`config.mk`:
```
export PLATFORM = sky130hd
export DESIGN_NAME = mpu_alu_issue
export DESIGN_NICKNAME = d
export VERILOG_FILES = /design/src/rtl/mpu_alu_issue.sv
export SDC_FILE = /design/constraint.sdc
export NUM_CORES = 2
export LEC_CHECK = 0
export CAP_MARGIN = 20
export CORE_AREA = 2 2 309 311
export CTS_CLUSTER_SIZE = 30
export DETAILED_ROUTE_END_ITERATION = 12
export DIE_AREA = 0 0 311 313
export PLACE_DENSITY = 0.85
export SYNTH_ARGS = -nofsm -noshare
export SYNTH_HDL_FRONTEND = slang
export SYNTH_SLANG_ARGS = --single-unit
```
`constraint.sdc`:
```
create_clock -name sys_clk -period 6.4 [get_ports sys_clk]
set_clock_uncertainty 0.05 [all_clocks]
set_input_delay 0.64 -clock sys_clk [delete_from_list [all_inputs] [get_ports sys_clk]]
set_output_delay 0.64 -clock sys_clk [all_outputs]
set_load 0.02 [all_outputs]
```
`src/rtl/mpu_alu_issue.sv`:
```
// rtl/mpu_alu_issue.sv - issue stage for an external combinational ALU
// Three-cycle operand fetch over a single register-file read port, then execute and writeback.
module mpu_alu_issue (
  input  logic        sys_clk,
  input  logic        sys_rst_n,
  input  logic [31:0] instr,
  input  logic        instr_valid,
  output logic        instr_ready,
  input  logic        host_we,
  input  logic [3:0]  host_addr,
  input  logic [63:0] host_wdata,
  output logic [1:0]  alu_size,
  output logic [3:0]  alu_op,
  output logic [63:0] alu_o0,
  output logic [63:0] alu_o1,
  output logic [63:0] alu_o2,
  output logic [2:0]  alu_s0,
  output logic [2:0]  alu_s1,
  output logic [2:0]  alu_s2,
  input  logic [63:0] alu_res,
  input  logic [7:0]  alu_flags,
  output logic        done,
  output logic [63:0] res_data,
  output logic [7:0]  flags,
  output logic        busy
);

  typedef enum logic [2:0] {IDLE, RD0, RD1, RD2, EXEC, WB} state_t;

  state_t      state;
  logic        ready_q;
  logic        done_q;
  logic [3:0]  op_q;
  logic [1:0]  size_q;
  logic [2:0]  s0_q, s1_q, s2_q;
  logic [3:0]  ra_q, rb_q, rc_q, rd_q;
  logic        wf_q;
  logic [63:0] o0_q, o1_q, o2_q;
  logic [63:0] res_q;
  logic [7:0]  flags_q;
  logic [7:0]  pend_q;
  logic [63:0] rf [16];

  logic [3:0]  rd_addr;
  logic [63:0] rd_data;

  // The single read port is steered by the fetch state.
  always_comb begin
    rd_addr = ra_q;
    case (state)
      RD1:     rd_addr = rb_q;
      RD2:     rd_addr = rc_q;
      default: rd_addr = ra_q;
    endcase
  end

  assign rd_data = rf[rd_addr];

  always_ff @(posedge sys_clk) begin
    if (!sys_rst_n) begin
      state   <= IDLE;
      ready_q <= 1'b0;
      done_q  <= 1'b0;
      op_q    <= '0;
      size_q  <= '0;
      s0_q    <= '0;
      s1_q    <= '0;
      s2_q    <= '0;
      ra_q    <= '0;
      rb_q    <= '0;
      rc_q    <= '0;
      rd_q    <= '0;
      wf_q    <= 1'b0;
      o0_q    <= '0;
      o1_q    <= '0;
      o2_q    <= '0;
      res_q   <= '0;
      flags_q <= '0;
      pend_q  <= '0;
      for (int i = 0; i < 16; i++) rf[i[3:0]] <= '0;
    end else begin
      done_q <= 1'b0;
      case (state)
        IDLE: begin
          ready_q <= 1'b1;
          // Host load lands on the acceptance edge too, so RD0..RD2 see it.
          if (host_we) rf[host_addr] <= host_wdata;
          if (ready_q && instr_valid) begin
            op_q    <= instr[31:28];
            size_q  <= instr[27:26];
            s0_q    <= instr[25:23];
            s1_q    <= instr[22:20];
            s2_q    <= instr[19:17];
            ra_q    <= instr[16:13];
            rb_q    <= instr[12:9];
            rc_q    <= instr[8:5];
            rd_q    <= instr[4:1];
            wf_q    <= instr[0];
            ready_q <= 1'b0;
            state   <= RD0;
          end
        end
        RD0: begin
          o0_q  <= rd_data;
          state <= RD1;
        end
        RD1: begin
          o1_q  <= rd_data;
          state <= RD2;
        end
        RD2: begin
          o2_q  <= rd_data;
          state <= EXEC;
        end
        EXEC: begin
          res_q  <= alu_res;
          pend_q <= alu_flags;
          done_q <= 1'b1;
          state  <= WB;
        end
        WB: begin
          rf[rd_q] <= res_q;
          if (wf_q) flags_q <= pend_q;
          ready_q <= 1'b1;
          state   <= IDLE;
        end
        default: begin
          ready_q <= 1'b0;
          state   <= IDLE;
        end
      endcase
    end
  end

  assign instr_ready = ready_q;
  assign busy        = ~ready_q;
  assign done        = done_q;
  assign res_data    = res_q;
  assign flags       = flags_q;
  assign alu_op      = op_q;
  assign alu_size    = size_q;
  assign alu_s0      = s0_q;
  assign alu_s1      = s1_q;
  assign alu_s2      = s2_q;
  assign alu_o0      = o0_q;
  assign alu_o1      = o1_q;
  assign alu_o2      = o2_q;

endmodule

```
# ---- Word level (Yosys, flattened, before mapping)
# Memories as Yosys holds them, arrays and structs flattened.
# Index checks and enable logic that the tools add are counted.
dict set report totals {
  reg_bits 309
  mem_bits_rw 1024
  input_bits 176
  wordCells 54
  memories 1
}
dict set report op_classes {
  n_eq_ne 6
  mux 20
  bitwise 1
  n_reduce_logical 7
}
# memory depth width read_ports rd_ports_with_merged_regs write_ports line_no
set memory_table {}
lappend memory_table {rf 16 64 1 0 16 42} ;# logic [63:0] rf [16];
# operator count
set op_table {}
lappend op_table {{$mux W64} 2}
lappend op_table {{$reduce_or A64 Y1} 2}
lappend op_table {{$pmux W3 S5} 1}
lappend op_table {{$mux W1} 12}
lappend op_table {{$mux W4} 2}
lappend op_table {{$pmux W4 S2} 1}
lappend op_table {{$eq A3 B2 Y1 const B} 2}
lappend op_table {{$eq A3 B3 Y1 const B} 2}
lappend op_table {{$reduce_and A2 Y1} 2}
lappend op_table {{$reduce_or A4 Y1} 1}
lappend op_table {{$eq A3 B1 Y1 const B} 1}
lappend op_table {{$logic_not A3 Y1} 1}
lappend op_table {{$mux W3} 1}
lappend op_table {{$pmux W1 S3} 1}
lappend op_table {{$ne A2 B2 Y1 const B} 1}
lappend op_table {{$logic_and A1 B1 Y1} 1}
lappend op_table {{$not A1 Y1} 1}

# ---- Logic depth before layout (Yosys ltp)
dict set report logic_depth {
  word_depth 7
  mapped_depth 10
}

# ---- Worst setup path after synthesis
# Ideal clock, no wire load.
dict set report synth_timing {
  path_kind {input -> register}
  from {input port sys_rst_n}
  to {memory rf[0][0], enable pin}
  arrival_ns 3.412
  slack_ns 2.514
  stages 8
  path_buffers 2
  path_cell_list {nor2b_1 > nand3_1 > or3_1 > a21oi_1 > nand2_1 > clkbuf_1 > clkbuf_1 > nand2_1}
}
# element line_no
set synth_rtl {}
lappend synth_rtl {{from (decl)} 5} ;# input logic sys_rst_n,
lappend synth_rtl {{to (decl)} 42}

# ---- Final worst setup path
dict set report layout_timing {
  from {register state[2]}
  to {register o0_q[30] (netlist: alu_o0[30])}
}
dict set report layout_via {
  elab_chain_cells 3
  elab_cells_between_ends 5
}
# element line_no
set layout_lines {}
lappend layout_lines {{from (decl)} 30} ;# state_t state;
lappend layout_lines {{from (signal assigned)} 61} ;# state <= IDLE;
lappend layout_lines {{from (signal assigned)} 100} ;# state <= RD0;
lappend layout_lines {{from (signal assigned)} 105} ;# state <= RD1;
lappend layout_lines {{$eq A3 B2 Y1} 50} ;# case (state)
lappend layout_lines {{$pmux W4 S2} 50}
lappend layout_lines {{$mem_v2 Z16 W64} n/a}
lappend layout_lines {{to (signal assigned)} 104} ;# o0_q <= rd_data;
lappend layout_lines {{to (decl)} 38} ;# logic [63:0] o0_q, o1_q, o2_q;
# Parallel ways exist; a longest one is shown, timed or not.
# A chain may end at the register's enable or synchronous reset.

==> flow_summary.yaml <==
sta:
  fmax_ghz: 0.2194
  post-route-min-period_ps: 4557
  fin_tns_setup_ps: 0
  rsz0062_at_grt: "no"
  maxSlewViolCount: 0
  final.period_utilization_pct: 71.20
  hold_violations: 0
  setup-violations-final: 0
  slew_headroom_pct: 12.49
  tightest_slew_ps: 1313
cts:
  ctsHoldBuffers: 0
  clk_latency_ps: 760
  cts_buffer_depth: 3
  h-tree-depth: 4
  clkTransAtPathRegs_ps: 60
  postCtsSetupBuffers: 0
  cts_resized: 0
  cts_tree: "yes"
  cts.sinks: 1333
  numCtsBuffers: 134
  clockRootBuffer: "clkbuf_16"
placed_design:
  dpl.hpwl_mm: 105.8
  io_buffers: 457
  place_area_um2: 64120
  placed_cells: 6856
  gp_congestion: 0.8798
drt:
  wl_met2_mm: 86.25
  via_per_inst: 6.769
  highest_layer: "met5"
  route.vias.total: 48106
  drtPass1Iterations: 9
  drt-initial-drc-count: 7501
  wl_mm: 185.1
  met3WireLength_mm: 26.27
  ant_nets: 0
  remaining_drc_errors: 0
  wl_per_cell_um: 26.04
  drt-met1-wl_mm: 60.61
synth:
  yosys_warnings: 0
  synth_area_leaders: "edfxtp_1, dfxtp_1, nor2_1, nand2_1, mux2i_1"
  synth_edf_count: 1024
  synth_cell_types: 51
  synth-compound-area-share_pct: 7.934
  synth_top_cell_area_share_pct: 52.43
  synth.net_count: 5669
  synth_top_cell_by_area: "edfxtp_1"
  synth_area_um2: 58650
  syn_area_per_cell_um2: 10.68
  ys_async_sr_fraction_pct: 0
  yosys.area_share.simple_pct: 19.48
  synth_seq_cells: 1333
  synth_adder_area_share_pct: 0
  synth-main-ff-cell: "edfxtp_1"
  synth_xor_area_share_pct: 0.01493
  yosys-mux-area-fraction_pct: 5.875
  synth_top_family_by_area: "simple AND/OR/NAND/NOR gates"
  synthesis.instances: 5493
  seq_area_frac_synth_pct: 62.98
critical_path:
  cp_slowest_cell: "a221oi_1"
  crit_arrival_ps: 5190
  slowest_delay_ps: 990
  cp-end-kind: "flop"
  cp_max_fo: 37
  rr_worst_depth: 8
  critPathKind: "reg2reg"
  crit_chain: "and2b_4 -> mux2i_4 -> buf_4 -> nor2_4 -> buf_4 -> a221oi_1 -> nand3_1 -> nand3_1"
  crit_path_start_kind: "flop"
  worst-path-buf-inv: 2
  crit_family: "simple AND/OR/NAND/NOR gates"
  cp.depth: 8
  cp.required_ps: 7040
floorplan:
  io-pin-count: 458
  num_rows: 113
  die_height_um: 313
  die_area_um2: 97340
  core_area_um2: 94160
  start_util_pct: 62.28
  die_x_um: 311
cells_and_area:
  utilization_pct: 72.82
  nets: 5909
  drive_above_1_share_pct: 7.276
  syn_to_final_growth_pct: 16.92
  final_cell_area_um2: 68570
  final_cells: 7107
power_and_ir_drop:
  pwr-share-seq_pct: 47.6
  clkPwrFrac_pct: 38.2
  power_density_nw_per_um2: 302.1
  p_sw_share_pct: 27.24
  total_power_w: 0.02072
  comb_power_share_pct: 14.2
  leakage_nw: 25.54
  power_switching_w: 0.005644
  irDropWorstVdd_uv: 271.6
  intPower_w: 0.01507
global_routing:
  first_global_vias: 46969
  grt_max_degree: 188
  grt_pass1_wl_mm: 274.1
  antenna_found_initial: 2
  track_usage_pct: 36.86
  overflow: 0
run_status:
  status: "finished, final reports clean"
hold_path:
  hold_path_class: "in2reg"
  holdPathStages: 3
run:
  cap_viol_max_count: 0
[placed cells by master, fill, tap and decap left out, drive strengths merged, types with 6 or more instances in the layout]
| cell type | Yosys | routed |
|---|---|---|
| nor2 | 1047 | 1047 |
| edfxtp | 1024 | 1024 |
| nand2 | 899 | 899 |
| nand3 | 567 | 567 |
| clkdlybuf4s50 | 0 | 456 |
| mux2i | 330 | 330 |
| dfxtp | 309 | 309 |
| clkbuf | 308 | 179 |
| buf | 188 | 143 |
| a32oi | 128 | 128 |
| nor3 | 127 | 127 |
| a21oi | 119 | 119 |
| nor2b | 64 | 64 |
| a221oi | 63 | 63 |
| a211oi | 63 | 63 |
| o221ai | 62 | 62 |
| o311a | 62 | 62 |
| a311oi | 62 | 62 |
| clkinv | 0 | 41 |
| nand3b | 13 | 13 |
| inv | 2 | 12 |
| bufinv | 0 | 11 |
| o21ai | 9 | 9 |
| mux2 | 8 | 8 |
| nor4 | 6 | 6 |
[worst register-to-register path: stages (launching register included)]
cell	delay, ps
dfxtp_1	620
and2b_4	880
mux2i_4	360
buf_4	510
nor2_4	340
buf_4	410
a221oi_1	1000
nand3_1	180
nand3_1	140
[cell usage after synthesis, drive strengths merged, types with 62 or more instances]
master  number
nor2      1047
edfxtp    1024
nand2      899
nand3      567
mux2i      330
dfxtp      309
clkbuf     308
buf        188
a32oi      128
nor3       127
a21oi      119
nor2b       64
a211oi      63
a221oi      63
a311oi      62
o221ai      62
o311a       62
[layout make-up]
| cell class | instances | area [um2] |
|---|---|---|
| flip-flops and latches | 1333 | 36940 |
| diodes | 1 | 2.502 |
| multi-input cells | 3662 | 19890 |
| fillers | 6026 | 25590 |
| clock inverters | 66 | 754.5 |
| clock buffers | 178 | 3621 |
| repair buffers | 600 | 5773 |
| well taps | 1265 | 1583 |
| inverters | 2 | 10.01 |
[power groups by stage]
stage          Sequential (W)  Clock [W]  Combinational (W)
6_report              0.00986    0.00792            0.00293
5_1_grt               0.00989    0.00820            0.00303
4_1_cts               0.00985    0.00786            0.00282
3_5_place_dp           0.0100          0            0.00279
3_3_place_gp           0.0100          0            0.00271
2_1_floorplan          0.0101          0            0.00158
[state kept, by name, indices dropped and copies added (netlist names), 8 cells and up]
register	flops
alu_o1	64
rf	1024
res_data	64
alu_o0	64
flags	8
pend_q	8
alu_o2	64
[logic make-up after synthesis]
logic type             count (synthesis)
AND/OR/NAND/NOR                     2739
flip-flops                          1333
AO/OA/AOI/OAI                        584
buffers and inverters                498
multiplexers                         338
XOR/XNOR                               1
[routing by layer]
layer  vias up  GRT usage, %
met1     22852         44.61
met4         2         22.45
met3       838         10.16
met2      4215         59.25
met5         -             0
li1      20199             -
[through the flow]
| step | hold WS, ps | worst slack (ps) |
|---|---|---|
| floorplan | 382.1 | 2514 |
| global placement | 386.1 | 2051 |
| detailed placement | 392.9 | 1996 |
| CTS | 345.0 | 2091 |
| global route | 373.4 | 1837 |
| finish | 368.9 | 1843 |
[final timing paths]
| kind | start | to | slack, ps |
|---|---|---|---|
| worst max-delay path | state[2]$_SDFFE_PN0P_ | alu_o0[30]$_SDFFE_PN0P_ | 1840 |
| worst min register to register | alu_o1[17]$_SDFFE_PN0N_ | alu_o1[17]$_SDFFE_PN0N_ | 400 |
| worst max register to register | state[2]$_SDFFE_PN0P_ | alu_o0[30]$_SDFFE_PN0P_ | 1840 |
| worst min-delay path | alu_res[41] | res_data[41]$_SDFFE_PN0N_ | 370 |
No activity file was read; power rests on OpenSTA's default activity.
